--- config.mk ---
export PLATFORM = sky130hd
export DESIGN_NAME = traffic_signal_monitor
export DESIGN_NICKNAME = d
export VERILOG_FILES = /design/src/rtl/traffic_signal_monitor.sv
export SDC_FILE = /design/constraint.sdc
export NUM_CORES = 1
export LEC_CHECK = 0
export BUFFER_PORTS_ARGS = -buffer_cell sky130_fd_sc_hd__buf_4
export CORE_MARGIN = 5
export CORE_UTILIZATION = 40
export CTS_BUF_LIST = sky130_fd_sc_hd__clkbuf_8
export DETAILED_ROUTE_END_ITERATION = 16
export PLACE_DENSITY = 0.6
export SETUP_SLACK_MARGIN = 0.3
export SLEW_MARGIN = 40
export SYNTH_ARGS = -nofsm -noshare
export SYNTH_HDL_FRONTEND = slang
export SYNTH_SLANG_ARGS = --single-unit
export TNS_END_PERCENT = 100
--- constraint.sdc ---
create_clock -name clk -period 2.91 [get_ports clk]
set_input_delay 0.291 -clock clk [delete_from_list [all_inputs] [get_ports clk]]
set_output_delay 0.291 -clock clk [all_outputs]
set_load 0.02 [all_outputs]
--- src/rtl/traffic_signal_monitor.sv ---
// rtl/traffic_signal_monitor.sv - passive light-code checker for the two-road signal controller
// Decodes SA/SB into a phase, enforces order/exclusion/yellow dwell, latches first fault, counts cycles.
module traffic_signal_monitor #(
    parameter int YELLOW_CYCLES = 1,
    parameter int CNT_W         = 8
) (
    input  logic             clk,
    input  logic             reset_n,
    input  logic [1:0]       SA,
    input  logic [1:0]       SB,
    input  logic             clear_fault,
    output logic             running,
    output logic [1:0]       phase,
    output logic             fault,
    output logic [2:0]       fault_code,
    output logic [CNT_W-1:0] cycle_count
);

    typedef enum logic [1:0] {
        ST_INIT  = 2'd0,
        ST_RUN   = 2'd1,
        ST_FAULT = 2'd2
    } state_t;

    localparam logic [1:0] RED = 2'b00;
    localparam logic [1:0] YEL = 2'b01;
    localparam logic [1:0] GRN = 2'b10;
    localparam logic [1:0] BAD = 2'b11;
    localparam logic [3:0] W_YC = 4'(YELLOW_CYCLES);

    localparam logic [2:0] E_NONE     = 3'd0;
    localparam logic [2:0] E_CODE     = 3'd1;
    localparam logic [2:0] E_CONFLICT = 3'd2;
    localparam logic [2:0] E_ORDER    = 3'd3;
    localparam logic [2:0] E_Y_SHORT  = 3'd4;
    localparam logic [2:0] E_Y_LONG   = 3'd5;

    state_t           r_state;
    logic             r_running;
    logic [1:0]       r_phase;
    logic             r_fault;
    logic [2:0]       r_fault_code;
    logic [CNT_W-1:0] r_cycle_count;
    logic [3:0]       r_dwell;

    logic       w_bad_code;
    logic       w_legal;
    logic [1:0] w_sample;
    logic       w_change;
    logic       w_next_ok;
    logic       w_yellow;
    logic [2:0] w_err;
    logic [3:0] w_dwell_inc;

    always_comb begin
        w_legal  = 1'b1;
        w_sample = 2'd0;
        case ({SA, SB})
            {GRN, RED}: w_sample = 2'd0;
            {YEL, RED}: w_sample = 2'd1;
            {RED, GRN}: w_sample = 2'd2;
            {RED, YEL}: w_sample = 2'd3;
            default:    w_legal  = 1'b0;
        endcase
    end

    assign w_bad_code  = (SA == BAD) || (SB == BAD);
    assign w_change    = (w_sample != r_phase);
    assign w_next_ok   = (w_sample == r_phase + 2'd1);
    // P1 and P3 are the yellow phases; both have an odd phase code
    assign w_yellow    = r_phase[0];
    assign w_dwell_inc = (r_dwell == 4'hF) ? r_dwell : r_dwell + 4'd1;

    // Priority chain: encoding > conflict > order > yellow dwell
    always_comb begin
        w_err = E_NONE;
        if (w_bad_code) begin
            w_err = E_CODE;
        end else if (!w_legal) begin
            w_err = E_CONFLICT;
        end else if (r_state == ST_RUN) begin
            if (w_change && !w_next_ok) begin
                w_err = E_ORDER;
            end else if (w_yellow && w_change && (r_dwell < W_YC)) begin
                w_err = E_Y_SHORT;
            end else if (w_yellow && !w_change && (r_dwell == W_YC)) begin
                w_err = E_Y_LONG;
            end
        end
    end

    always_ff @(posedge clk or negedge reset_n) begin
        if (!reset_n) begin
            r_state       <= ST_INIT;
            r_running     <= 1'b0;
            r_phase       <= 2'd0;
            r_fault       <= 1'b0;
            r_fault_code  <= E_NONE;
            r_cycle_count <= '0;
            r_dwell       <= 4'd0;
        end else begin
            case (r_state)
                ST_INIT: begin
                    if (w_err != E_NONE) begin
                        r_state      <= ST_FAULT;
                        r_fault      <= 1'b1;
                        r_fault_code <= w_err;
                    end else begin
                        r_phase <= w_sample;
                        if (w_sample == 2'd0) begin
                            r_state   <= ST_RUN;
                            r_running <= 1'b1;
                            r_dwell   <= 4'd1;
                        end
                    end
                end
                ST_RUN: begin
                    if (w_err != E_NONE) begin
                        r_state      <= ST_FAULT;
                        r_running    <= 1'b0;
                        r_fault      <= 1'b1;
                        r_fault_code <= w_err;
                    end else if (w_change) begin
                        r_phase <= w_sample;
                        r_dwell <= 4'd1;
                        if (r_phase == 2'd3 && w_sample == 2'd0) begin
                            r_cycle_count <= r_cycle_count + CNT_W'(1);
                        end
                    end else begin
                        r_dwell <= w_dwell_inc;
                    end
                end
                ST_FAULT: begin
                    // the sample on the clearing edge is discarded
                    if (clear_fault) begin
                        r_state      <= ST_INIT;
                        r_fault      <= 1'b0;
                        r_fault_code <= E_NONE;
                    end
                end
                default: begin
                    r_state   <= ST_INIT;
                    r_running <= 1'b0;
                    r_fault   <= 1'b0;
                end
            endcase
        end
    end

    assign running     = r_running;
    assign phase       = r_phase;
    assign fault       = r_fault;
    assign fault_code  = r_fault_code;
    assign cycle_count = r_cycle_count;

endmodule

==> results of run 1 <==
[cell usage in the layout (no fill, tap or decap), types with 5 or more instances in the layout]
cell type	n
xor2_1	7
nor4_2	5
buf_4	33
nor2_1	5
dfrtp_1	19
a21oi_1	9
nor3_1	6
nand3_1	7
and3_1	5
nand2_1	7
[worst register-to-register path, cell delays in order, from the launching register on]
cell and delay, ns:
dfrtp_2 0.49, buf_4 0.17, and3b_1 0.17, o211ai_1 0.26
o311ai_4 0.18, mux2i_1 0.17, o21a_2 0.26, nor4bb_4 0.34
mux2_4 0.33
[state kept, by name, summed over array words and instances (netlist names)]
register	flops
r_dwell	4
fault	1
running	1
r_state	2
cycle_count	8
fault_code	3
phase	2
[final timing paths]
path	start	to	slack, ns	depth (start not counted)
worst max-delay path	phase[0]$_DFFE_PN0P_	phase[1]$_DFFE_PN0P_	0.43	8
worst max register to register	phase[0]$_DFFE_PN0P_	phase[1]$_DFFE_PN0P_	0.43	8
min in group asynchronous	reset_n	cycle_count[5]$_DFFE_PN0P_	0.44	2
worst min-delay path	clear_fault	r_state[1]$_DFFE_PN0P_	0.31	3
max in group asynchronous	reset_n	phase[0]$_DFFE_PN0P_	2.24	2
worst min register to register	cycle_count[7]$_DFFE_PN0P_	cycle_count[7]$_DFFE_PN0P_	0.48	1
[routing by layer]
layer	track usage [%]	routed length, um	part of all wire, %
met1	15.53	1300	41
met2	24.36	1674	53
met3	3.333	149	4.7
met4	2.128	14	0.45
met5	0	0	0
[layout make-up]
cell class              instances  area [um2]
clock inverters                 1       5.005
inverters                       5       18.77
clock buffers                   3       41.29
repair buffers                 35       270.3
well taps                      46       57.56
flip-flops and latches         21       528.0
fillers                       298        1610
multi-input cells             108       858.3
[kinds of logic after synthesis]
family          Yosys count  share of synthesized area, %
compound gates           34                         18.51
xor+xnor                  9                         5.527
fa+ha+maj                 5                         4.386
buf+inv                  12                         4.474
flops                    21                         36.84
mux                       4                         3.070
simple gates             56                         27.19
[power by group through the flow]
| stage | clock [mW] | sequential [mW] | combinational (mW) |
|---|---|---|---|
| 5_1_grt | 0.217 | 0.384 | 0.371 |
| 3_3_place_gp | 0 | 0.388 | 0.269 |
| 6_report | 0.191 | 0.376 | 0.341 |
| 2_1_floorplan | 0 | 0.402 | 0.169 |
| 3_5_place_dp | 0 | 0.388 | 0.273 |
| 4_1_cts | 0.201 | 0.382 | 0.280 |
[cells in the mapped netlist, types with 3 or more instances]
library cell	instances	area [um2]
buf_2	3	15.01
dfrtp_1	21	525.5
and3_1	5	31.28
a31oi_1	3	18.77
mux2_1	3	33.78
xor2_1	7	61.31
nor4_2	5	62.56
nand3_1	7	35.03
o21ai_0	4	20.02
nand4_1	3	18.77
inv_1	5	18.77
nor3_1	6	30.03
nor2_1	5	18.77
nand2_1	7	26.28
a21oi_1	9	45.04
ha_1	5	62.56
[stage by stage]
stage          setup WS [ns]  cells
2_1_floorplan         0.3138    141
3_3_place_gp          0.2263    204
3_5_place_dp          0.1798    204
4_1_cts               0.3013    211
5_1_grt               0.2950    219
6_report              0.4301    219
[repair_timing]
item                                   4_1_cts  5_1_grt
buffers inserted                             2        8
gates resized for setup                      1        3
pin swaps                                    1        7
hold buffers                                 1        0
endpoints found under the hold margin       21        0
setup endpoints to repair                    4       10
==> flow_summary.toml, run 1 <==
[placement]
hpwl_um = 2337
place.gp.congestion = 0.8252
postPlaceCellArea_um2 = 1634
io_buffers = 21

[floorplan]
die-area_um2 = 4860
die_h_um = 69.72
start_util_pct = 42.08
core_um2 = 3390
num_rows = 21
die_w_um = 69.72
io_pins = 22

[timing]
slew_headroom_pct = 66.04
hold_slack_ns = 0.3051
setup_tns_ns = 0
hold_viol = 0
setup_viol = 0
clock_skew_ns = 0.008284
period_needed_ns = 2.480
min_period_over_period_pct = 85.22
drv_slew = 0
rsz0062_at_grt = "false"
tightest_slew_ns = 0.5084
clock.fmax_mhz = 403.2

[setup_path]
cp_top_family = "compound AO/OA/AOI/OAI gates"
crit_chain = "buf_4 > and3b_1 > o211ai_1 > o311ai_4 > mux2i_1 > o21a_2 > nor4bb_4 > mux2_4"
slowest_stage = "dfrtp_2"
crit_required_ns = 3.06
critPathBufInv = 1
startpoint_type = "flop"
crit_fanout = 8
critPathKind = "reg -> reg"
cp-end-kind = "flop"
arrival_ns = 2.63
cp_slowest_stage_delay_ns = 0.49

[grt]
first_global_vias = 1153
grt_pass1_wl_um = 5368
grt_max_degree = 22
gr-total-overflow = 0
grt_use_total_pct = 13.19
antenna_found_initial = 0

[route]
dr.pass1.iters = 4
num_vias = 1228
remaining_drc_errors = 0
drtIter0Drc = 45
viasPerCell = 5.607
drt.antenna.violating_nets = 0
routed_wirelength_um = 3139
wire_per_inst_um = 14.33

[outcome]
outcome = "finished clean"

[synthesis]
synth-edff-count = 0
ys_warn_count = 0
syn-num-nets = 153
avgSynthCellArea_um2 = 10.12
async_flop_share_pct = 100.0
synth_cell_types = 49
seq_area_frac_synth_pct = 36.84
syn_area_um2 = 1426
synth_ff_type = "dfrtp_1"
ys_ff_latch = 21
syn-instance-count = 141

[final_layout]
syn_to_final_growth_pct = 24.74
drive_above_1_share_pct = 32.95
diodes = 0
final_cell_area_um2 = 1779
fin_util_pct = 52.49
layout.nets = 186

[clock_network]
cts_sinks = 21
htreeDepth = 1
clock_path_buffers = 2
cts_inserted_buffers = 3
cts_tree = "yes"
path_clk_slew_ns = 0.08
insertion_delay_ns = 0.26
root_buffer = "clkbuf_8"

[power_and_ir_drop]
clkPwrFrac_pct = 21.0
switching_power_uw = 310.6
switching_share_pct = 34.19
finalPower_uw = 908.6
p_comb_share_pct = 37.5
p_leak_nw = 0.8250
vdd_ir_drop_max_uv = 276.6
p_int_uw = 598.0
powerDensity_nw_per_um2 = 510.7
seqPwrFrac_pct = 41.4

[hold_path]
hp-class = "in -> reg"

[run]
cap_violations = 0
No activity file was read; power rests on OpenSTA's default activity.
==> run 2: changes to the inputs <==
Settings changed: CTS_BUF_LIST sky130_fd_sc_hd__clkbuf_8 to sky130_fd_sc_hd__clkbuf_4 sky130_fd_sc_hd__clkbuf_8 sky130_fd_sc_hd__clkbuf_16.
==> run 2 against run 1 <==
Critical path depth decreased by 1; largest cell class unchanged; flip-flop and latch count unchanged; count of clock-buffer cells in the layout unchanged; first-iteration DRC count fell by 29%; wire length grew 1.1%; highest routed layer unchanged; largest power group unchanged; sequential power barely moved; utilization down 0.30 points.
==> flow_summary.toml, run 2 (synthesis gave the netlist of run 1 again) <==
[power_and_ir_drop]
powerDensity_nw_per_um2 = 489.6
p_leak_nw = 0.8172
finalPower_uw = 866.2
vdd_ir_drop_max_uv = 315.3

[route]
drtIter0Drc = 32
viasPerCell = 5.502
num_vias = 1205
wire_per_inst_um = 14.49
routed_wirelength_um = 3174
remaining_drc_errors = 0
drt.antenna.violating_nets = 0
dr.pass1.iters = 4

[hold_path]
hp-start = "clear_fault"
hold_depth = 3
holdPathEnd = "r_state[1]$_DFFE_PN0P_"
hp-class = "in -> reg"

[setup_path]
crit_chain = "ha_4 > or4_4 > o311ai_4 > mux2i_1 > o21a_2 > nor4bb_4 > mux2_4"
cp_slowest_stage_delay_ns = 0.50
rrSetupSlack_ns = 0.39
reg2reg_from = "phase[0]$_DFFE_PN0P_"
startpoint_type = "flop"
critPathKind = "reg -> reg"
crit_required_ns = 3.12
arrival_ns = 2.73
r2r_end = "phase[1]$_DFFE_PN0P_"
cp-end-kind = "flop"
cp_top_family = "simple AND/OR/NAND/NOR gates"
critPathBufInv = 0
r2r_cells = 7
slowest_stage = "dfrtp_2"
crit_fanout = 8

[grt]
grt_use_total_pct = 13.19
first_global_vias = 1151
grt_pass1_wl_um = 5347
globalRouteMet1Util_pct = 15.08
grt_use_met3_pct = 3.333
gr-total-overflow = 0
grt_max_degree = 22
antenna_found_initial = 0
busiest_layer = "met2"
grtUsageMet2_pct = 24.58

[timing]
drv_slew = 0
setup_tns_ns = 0
slew_headroom_pct = 65.05
period_needed_ns = 2.522
tightest_slew_ns = 0.5231
clock.fmax_mhz = 396.5
hold_viol = 0
clock_skew_ns = 0.007854
setup_viol = 0
rsz0062_at_grt = "true"
min_period_over_period_pct = 86.68

[final_layout]
drive_above_1_share_pct = 34.10
final_cell_mix = "33 x buf_4, 19 x dfrtp_1, 9 x a21oi_1"
diodes = 0
layout.nets = 186
finalNonFillerCells = 219
largest_reg_flops = 8
syn_to_final_growth_pct = 24.04
final_common_cell = "buf_4"
multi_input_area_um2 = 867.1
ff_latch_area_um2 = 528.0
fill_cells = 299

[floorplan]
io_pins = 22
num_rows = 21
die_w_um = 69.72
core_um2 = 3390
die_h_um = 69.72
start_util_pct = 42.08
die-area_um2 = 4860

[clock_network]
cts_tree = "yes"
htreeDepth = 1
insertion_delay_ns = 0.31
clock_path_buffers = 2
path_clk_slew_ns = 0.12
cts_sinks = 21
root_buffer = "clkbuf_4"
cts_inserted_buffers = 3

[run]
cap_violations = 0

[placement]
io_buffers = 21
hpwl_um = 2337
place.gp.congestion = 0.8252
place_inst = 204

[outcome]
outcome = "finished clean"
-- run 2: changes by cell type in the layout (fill, tap and decap cells not counted) --
| cell | previous run | this run |
|---|---|---|
| and3_4 | 1 | 2 |
| clkbuf_4 | 0 | 3 |
| or4_1 | 1 | 0 |
| clkbuf_8 | 3 | 0 |
| or4_4 | 1 | 2 |
| and3_1 | 5 | 4 |
-- run 2: cell type report --
type | instances | area share [%]
Tap cell | 46 | 3.253
Sequential cell | 21 | 29.84
Clock inverter | 1 | 0.2829
Multi-Input combinational cell | 108 | 49.01
Clock buffer | 3 | 1.273
Timing Repair Buffer | 35 | 15.28
Inverter | 5 | 1.061
-- run 2: metal layers --
metal  vias up  routed length (um)
li1        594                   -
met1       587                1359
met2        22                1661
met3         2                 138
met4         0                  14
met5         -                   0
-- run 2: power breakdown --
group / leakage (nW) / total, mW / internal, mW / switching, mW
sequential: 0.273 / 0.376 / 0.330 / 0.0467
combinational: 0.526 / 0.347 / 0.175 / 0.172
clock: 0.0177 / 0.143 / 0.0513 / 0.0914
-- run 2: stage by stage --
step,setup WS [ns],hold slack (ns),instance area [um2],utilization [%]
2_1_floorplan,0.3138,-0.004591,1441,-
5_1_grt,0.2714,0.2373,1769,52.20
3_3_place_gp,0.2263,0.1842,1634,48.21
3_5_place_dp,0.1798,0.1911,1634,48.21
6_report,0.3877,0.2500,1769,52.20
4_1_cts,0.3154,0.2371,1688,49.80
-- run 2: worst max path at each step --
stage | startpoint | endpoint | slack [ns] | depth (start not counted)
4_1_cts | phase[0]$_DFFE_PN0P_ | phase[0]$_DFFE_PN0P_ | 0.32 | 7
2_1_floorplan | phase[0]$_DFFE_PN0P_ | phase[0]$_DFFE_PN0P_ | 0.31 | 8
5_1_grt | phase[0]$_DFFE_PN0P_ | phase[1]$_DFFE_PN0P_ | 0.27 | 8
3_3_place_gp | SB[0] | phase[1]$_DFFE_PN0P_ | 0.23 | 8
3_5_place_dp | SB[0] | phase[1]$_DFFE_PN0P_ | 0.18 | 8
6_report | phase[0]$_DFFE_PN0P_ | phase[1]$_DFFE_PN0P_ | 0.39 | 7
-- run 2: what timing repair did --
item	4_1_cts	5_1_grt
gates resized for setup	1	5
hold buffers	1	0
endpoints found under the hold margin	21	0
setup endpoints to repair	7	12
pin swaps	2	8
buffers inserted	2	8
-- run 2: worst register-to-register path, delay by kind of cell, from the launching register on --
family,cells,cell delay (ns)
multiplexers,2,0.48
adder cells (fa/ha/maj),1,0.26
AO/OA/AOI/OAI,2,0.38
flip-flops,1,0.50
AND/OR/NAND/NOR,2,0.79
